File: src/rtl/pipeline_hazard_ctrl_pkg.sv
// Shared types and constants for the pipeline hazard controller.
package pipe_ctrl_pkg;

   localparam int REG_ADDR_W_DFLT = 5;

   // All-zero word is the canonical NOP of this ISA (sll r0, r0, 0).
   localparam logic [31:0] NOP_INSTR = 32'h0000_0000;

   typedef enum logic [1:0] {
      RUN     = 2'd0,
      MEMWAIT = 2'd1,
      FLUSH   = 2'd2
   } ctrl_state_t;

endpackage

File: src/rtl/pipeline_hazard_ctrl_sat_counter.sv
// Saturating up-counter; holds at all-ones instead of wrapping.
module sat_counter #(
   parameter int W = 16
) (
   input  logic         CLOCK,
   input  logic         RESET_N,
   input  logic         INC,
   output logic [W-1:0] COUNT
);

   always_ff @(posedge CLOCK or negedge RESET_N) begin
      if (!RESET_N)
         COUNT <= '0;
      else if (INC && (COUNT != {W{1'b1}}))
         COUNT <= COUNT + 1'b1;
   end

endmodule

File: src/rtl/pipeline_hazard_ctrl.sv
// Hazard controller beside ID: load-use stalls, branch flushes and
// data-memory wait freezes, plus stall/flush statistics.
//
// state   | meaning
// RUN     | normal issue; hazards resolved combinationally each cycle
// MEMWAIT | data memory busy, whole pipeline frozen
// FLUSH   | extra IF/ID flush cycles after a taken branch
module pipeline_hazard_ctrl
   import pipe_ctrl_pkg::*;
#(
   parameter int REG_ADDR_W          = REG_ADDR_W_DFLT,
   parameter int BRANCH_FLUSH_CYCLES = 1,
   parameter int CNT_W               = 16
) (
   input  logic                  CLOCK,
   input  logic                  RESET_N,
   input  logic [REG_ADDR_W-1:0] ID_RS,
   input  logic [REG_ADDR_W-1:0] ID_RT,
   input  logic                  ID_USES_RT,
   input  logic                  EX_MEMREAD,
   input  logic [REG_ADDR_W-1:0] EX_RT,
   input  logic                  EX_BRANCH_TAKEN,
   input  logic                  MEM_ACCESS,
   input  logic                  DMEM_READY,
   output logic                  PC_WRITE,
   output logic                  IFID_STALL,
   output logic                  IFID_FLUSH,
   output logic                  IDEX_BUBBLE,
   output logic                  PIPE_FREEZE,
   output logic [1:0]            CTRL_STATE,
   output logic [CNT_W-1:0]      STALL_COUNT,
   output logic [CNT_W-1:0]      FLUSH_COUNT
);

   localparam logic [1:0] ST_RUN     = RUN;
   localparam logic [1:0] ST_MEMWAIT = MEMWAIT;
   localparam logic [1:0] ST_FLUSH   = FLUSH;
   localparam logic [2:0] FLUSH_LOAD = 3'(BRANCH_FLUSH_CYCLES - 1);

   logic [1:0] state, state_nxt;
   logic [2:0] flush_cnt, flush_cnt_nxt;
   logic       memwait, loaduse;

   assign memwait = MEM_ACCESS & ~DMEM_READY;
   assign loaduse = EX_MEMREAD & (EX_RT != '0) &
                    ((EX_RT == ID_RS) | (ID_USES_RT & (EX_RT == ID_RT)));

   always_comb begin
      PC_WRITE      = 1'b0;
      IFID_STALL    = 1'b0;
      IFID_FLUSH    = 1'b0;
      IDEX_BUBBLE   = 1'b0;
      PIPE_FREEZE   = 1'b0;
      state_nxt     = state;
      flush_cnt_nxt = flush_cnt;
      if (!RESET_N) begin
         IFID_FLUSH = 1'b1;
      end else if (state == ST_FLUSH) begin
         // EX holds a bubble here, so a taken-branch indication is ignored.
         if (memwait) begin
            PIPE_FREEZE = 1'b1;
            IFID_STALL  = 1'b1;
         end else begin
            IFID_FLUSH    = 1'b1;
            PC_WRITE      = 1'b1;
            flush_cnt_nxt = flush_cnt - 3'd1;
            if (flush_cnt == 3'd1)
               state_nxt = ST_RUN;
         end
      end else begin
         // RUN, MEMWAIT and the unused encoding share one decision tree.
         state_nxt = ST_RUN;
         if (memwait) begin
            PIPE_FREEZE = 1'b1;
            IFID_STALL  = 1'b1;
            state_nxt   = ST_MEMWAIT;
         end else if (EX_BRANCH_TAKEN) begin
            PC_WRITE    = 1'b1;
            IFID_FLUSH  = 1'b1;
            IDEX_BUBBLE = 1'b1;
            if (BRANCH_FLUSH_CYCLES > 1) begin
               flush_cnt_nxt = FLUSH_LOAD;
               state_nxt     = ST_FLUSH;
            end
         end else if (loaduse) begin
            IFID_STALL  = 1'b1;
            IDEX_BUBBLE = 1'b1;
         end else begin
            PC_WRITE = 1'b1;
         end
      end
   end

   always_ff @(posedge CLOCK or negedge RESET_N) begin
      if (!RESET_N) begin
         state     <= ST_RUN;
         flush_cnt <= '0;
      end else begin
         state     <= state_nxt;
         flush_cnt <= flush_cnt_nxt;
      end
   end

   assign CTRL_STATE = state;

   sat_counter #(.W(CNT_W)) u_stall_cnt (
      .CLOCK   (CLOCK),
      .RESET_N (RESET_N),
      .INC     (~PC_WRITE),
      .COUNT   (STALL_COUNT)
   );

   sat_counter #(.W(CNT_W)) u_flush_cnt (
      .CLOCK   (CLOCK),
      .RESET_N (RESET_N),
      .INC     (IFID_FLUSH),
      .COUNT   (FLUSH_COUNT)
   );

endmodule

File: config.mk
export PLATFORM = sky130hd
export DESIGN_NAME = pipeline_hazard_ctrl
export DESIGN_NICKNAME = d
export VERILOG_FILES = /design/src/rtl/pipeline_hazard_ctrl_pkg.sv /design/src/rtl/pipeline_hazard_ctrl_sat_counter.sv /design/src/rtl/pipeline_hazard_ctrl.sv
export SDC_FILE = /design/constraint.sdc
export NUM_CORES = 1
export LEC_CHECK = 0
export BUFFER_PORTS_ARGS = -buffer_cell sky130_fd_sc_hd__buf_4
export CAP_MARGIN = 5
export CORE_ASPECT_RATIO = 1.5
export CORE_UTILIZATION = 49
export DETAILED_ROUTE_END_ITERATION = 6
export PLACE_DENSITY = 0.76
export RECOVER_POWER = 50
export SYNTH_ARGS = -nofsm -noshare
export SYNTH_HDL_FRONTEND = slang
export SYNTH_SLANG_ARGS = --single-unit
File: constraint.sdc
create_clock -name CLOCK -period 2.46 [get_ports CLOCK]
set_clock_uncertainty 0.05 [all_clocks]
set_input_delay 0.123 -clock CLOCK [delete_from_list [all_inputs] [get_ports CLOCK]]
set_output_delay 0.123 -clock CLOCK [all_outputs]
set_load 0.05 [all_outputs]
* Word-level counts from Yosys, hierarchy flattened
Cells that the tools add are included.
** Cells by class
- Shift-type cells :: 0
- Equality and inequality tests :: 8
- Bitwise gates (word level) :: 8
- Div/mod/pow operators :: 0
- Reduce and logical (&&, ||, !) cells :: 5
- Add/subtract/negate cells :: 3
- Magnitude comparators :: 0
- Mux-type cells :: 25
- $mul :: 0
** Operators with widths (count)
- adder 16 x 1 -> 16 bit (second input constant) :: 2
- inequality test 16 bit (second input constant) :: 2
- 2-to-1 mux 1 bit :: 22
- equality test 5 bit :: 2
- 2-to-1 mux 2 bit :: 3
- AND reduction 3 bit :: 2
- nonzero test 5 bit :: 1
- bitwise AND 1 bit :: 4
- equality test 3 x 1 -> 1 bit (second input constant) :: 1
- inverter 1 bit :: 3
- subtractor 3 x 1 -> 3 bit (second input constant) :: 1
- equality test 2 bit (second input constant) :: 1
- logical AND 1 bit :: 2
- inequality test 2 x 1 -> 1 bit (second input constant) :: 1
- inequality test 2 bit (second input constant) :: 1
- bitwise OR 1 bit :: 1
** Storage, ports and cells
- Input port bits :: 22
- Memories kept :: 0
- Latch bits :: 0
- Output and inout bits :: 39
- ROM bits :: 0
- Memory bits (writable) :: 0
- Flip-flop bits (word level) :: 37

* Logic depth before layout (Yosys ltp)
- Depth in word-level cells :: 11
- Gate-level depth with buffers :: 7
- Mapped depth without buffers :: 7

* Hierarchy
Synthesis repeated with hierarchy kept, for this count alone.
** Unflattened totals
- Cell total of the unflattened synthesis :: 175
- Area, all modules :: 1971.9 µm²
** Modules (own cells, without submodules)
- sat_counter :: cells an instance 72, area each 859.6 µm², sequential area each 400.4 µm², times used 2
- pipeline_hazard_ctrl :: cells an instance 31, area each 252.7 µm², sequential area each 25.0 µm², times used 1

* Least setup slack after synthesis
Ideal clock, no wire load.
- Path kind :: register to register
- From :: reg u_stall_cnt.COUNT[0]
- To :: reg u_stall_cnt.COUNT[1]
- Data arrival time :: 2237 ps
- Path slack :: 48 ps
- Stages on the path, launching flop included :: 6
- Path through :: dfrtp_1 > ha_1 > nand3_1 > nor4_4 > nor2_1 > mux2_2
** Between the ends
- Cells in the longest elaborated chain, start to end :: 2
- Elaborated cells between the ends (all ways) :: 3
- Classes of those cells :: 1 x add/sub; 1 x eq/ne; 1 x reduce/logical
** RTL lines
- start, declared :: RTL line pipeline_hazard_ctrl_sat_counter.sv:8 : output logic [W-1:0] COUNT
- start signal, assigned :: RTL line pipeline_hazard_ctrl_sat_counter.sv:15 : COUNT <= COUNT + 1'b1;
- parallel branches: the longest is 2 deep, another holds adder 16 x 1 -> 16 bit
Several ways; the timed one is not identified.
A chain may end at the register's enable or synchronous reset.

* Final worst setup path
- From :: reg u_stall_cnt.COUNT[4]
- To :: reg u_stall_cnt.COUNT[15]
Same word-level chain as after synthesis.

==> out/metrics.csv <==
stage,metric,value,unit
status,status,completed,
yosys,"Seq/Total Area, Yosys",47.0,%
layout,"commonest non-fill, non-tap cell in the layout",buf_4,
drt,# DRC,0,
floorplanning,FP Rows,26,
setup_path,reg2reg path depth,5,
drt,Vias,1487,
layout,Antenna diodes,0,
global_route,initial antenna violation count,0,
yosys,Ys Warns,0,
global_route,largest net degree at the start of global routing,35,
yosys,leading register cell type out of synthesis,dfrtp_1,
sta,max_slew headroom,45.1,%
placement,DP Area,0.00226,sq mm
clock_tree,CTS tree,yes,
yosys,synthesized area per cell,10.8,sq um
global_route,gr ovfl total,0,
setup_path,Worst Setup EP,u_stall_cnt.COUNT[15],
drt,Total Wirelength,3920,um
power_and_ir_drop,worst vdd ir,0.000942,V
sta,Slew Limit Fails,0,
sta,final setup TNS,0,ns
setup_path,WP data required,2.61,ns
clock_tree,CTS Root Cell,clkbuf_8,
setup_path,Critical Path Start Type,flop,
sta,final setup fails,0,
clock_tree,"CTS clk-pin slew, worst paths",0.06,ns
placement,Buffers on Ports,59,
layout,"Non-Filler Cell Area, Final",0.00228,sq mm
layout,area grow syn2layout,29.9,%
sta,final hold viol count,0,
layout,share of layout cells above drive strength 1,25.7,%
min_path,hold crit path type,input port to flop,
global_route,first-pass GRT wire length,6270,um
yosys,Cell variety after synth,33,
yosys,Post-Syn Nets,186,
sta,period utilisation layout,85.1,%
drt,DR iter-0 viols,36,
yosys,Syn Inst Count,162,
sta,actual slew at the worst max-slew pin,0.824,ns
yosys,Yosys reg bits,33,
floorplanning,die area,0.00383,sq mm
yosys,Async SR Flop Fraction,100,%
floorplanning,IO Pins,61,
yosys,synthesized cell area,0.00176,sq mm
clock_tree,Worst-Skew Late Latency,0.28,ns
power_and_ir_drop,leakage,1.08,nW
layout,Nets,254,
drt,Avg WL per Cell,14.4,um
floorplanning,Initial Utilization,51.4,%
layout,final core occ,66.8,%
placement,DP HPWL,2960,um
sta,post-route minimum period,2.09,ns
clock_tree,H-Tree Level Count,2,
setup_path,worst reg2reg endpoint,u_stall_cnt.COUNT[15],
setup_path,r2r startpoint,u_stall_cnt.COUNT[4],
placement,gp weighted congestion,0.828,
clock_tree,clock sink count,33,
layout,filler instances,287,
sta,unrepaired setup endpoints after global routing,no,
floorplanning,core area,0.00342,sq mm
yosys,Synth top area share,47.0,%
power_and_ir_drop,PwrDens,1030,mW/mm^2
global_route,number of global-route vias before repair,1424,
drt,first drt pass iteration count,5,
setup_path,worst-path maximum fanout,5,
flow_run,maxcap violations,0,
floorplanning,Die Y-Extent,75.3,um
layout,most frequent cells in the layout,"buf_4 (43), dfrtp_1 (33), xor2_1 (31)",
setup_path,Worst Setup SP,u_stall_cnt.COUNT[4],
sta,Highest Clock Rate,477,MHz
yosys,"top cells by area, synth","dfrtp_1 (47%), xor2_1 (15%), nor4_4 (3.6%)",
clock_tree,Clock Path Buffers,2,
global_route,All-Layer GR Usage,22.0,%
floorplanning,Die W,50.9,um
setup_path,Worst Path Arrival,2.24,ns
yosys,Post-synth EDFFs,0,
drt,antenna-violating nets left,0,
setup_path,crit end category,flop,
setup_path,r2r setup slk,0.37,ns
setup_path,Setup Crit Path Kind,flop to flop,
yosys,cell taking the most area after synthesis,dfrtp_1,
clock_tree,Num CTS Buffers,5,
drt,vias per cell,5.47,
-- per-stage QoR --
step	setup slack [ns]	cells	hold WS (ns)	total power, mW
after detailed placement	0.233	264	0.180	2.03
after global placement	0.274	264	0.167	2.00
after global routing	0.198	272	0.343	2.49
after CTS	0.371	272	0.296	2.44
final	0.366	272	0.290	2.36
after floorplan	0.0479	162	-0.223	1.65
-- report_power, final --
group	leakage [nW]	internal (mW)	switching, mW	total (mW)
combinational	0.626	0.319	0.772	1.09
sequential	0.408	0.690	0.179	0.870
clock	0.0443	0.222	0.174	0.396
-- state kept, by name, indices dropped and copies added, names as in the netlist --
signal             flops
CTRL_STATE             1
u_flush_cnt.COUNT     16
u_stall_cnt.COUNT     16
-- per-layer routing --
layer  GRT usage (%)  vias up  routed length (um)
li1                -      698                   -
met1            25.4      725                1550
met2            38.7       56                2000
met3            5.39        8                 282
met4            9.88        0                  83
met5               0        -                   0
-- repair_timing --
item	CTS	global route
setup buffers	0	0
hold buffers	1	0
gates resized for setup	0	0
hold endpoints to repair	33	0
-- area by class of cell --
cell class	instances	area, sq um	share of cell area, %
clock buffers	7	86.3	3.78
inverters	4	15.0	0.658
multi-input cells	123	897	39.3
flip-flops and latches	33	826	36.2
well taps	42	52.6	2.30
repair buffers	63	405	17.8
-- critical path, cell delays in order, from the launching register on --
cell and delay (ns):
dfrtp_1 0.42, and3_1 0.22, nand3_1 0.27, or3_1 0.52
nor4b_1 0.36, xor2_1 0.17
-- logic make-up after synthesis --
family / after synthesis / synth area share [%]
compound gates: 9 / 4.42
xor+xnor: 38 / 18.9
fa+ha+maj: 2 / 1.42
buf+inv: 6 / 1.92
flops: 33 / 47.0
mux: 3 / 1.92
other cells: 1 / 0.213
simple gates: 70 / 24.1
-- cell usage after synthesis (2+ instances only) --
library cell	number
a21oi_1	2
and3_1	2
and4_1	2
dfrtp_1	33
ha_1	2
inv_1	4
mux2_2	3
nand2_1	12
nand3_1	10
nand4_1	5
nor2_1	11
nor3_1	10
nor3b_1	2
nor4_1	2
nor4_4	3
nor4b_1	3
o21a_1	2
or3_1	3
xnor2_1	7
xor2_1	31
-- how the worst min path moves through the flow --
stage               slack (ns)  startpoint  depth (start not counted)                   end
finish                    0.29  MEM_ACCESS                          4         CTRL_STATE[0]
global route              0.34  MEM_ACCESS                          4         CTRL_STATE[0]
CTS                       0.30  MEM_ACCESS                          4         CTRL_STATE[0]
detailed placement        0.18     RESET_N                          2         CTRL_STATE[0]
global placement          0.17     RESET_N                          2  u_stall_cnt.COUNT[4]
floorplan                -0.22     RESET_N                          0         CTRL_STATE[0]
(Power assumes the default switching activity.)
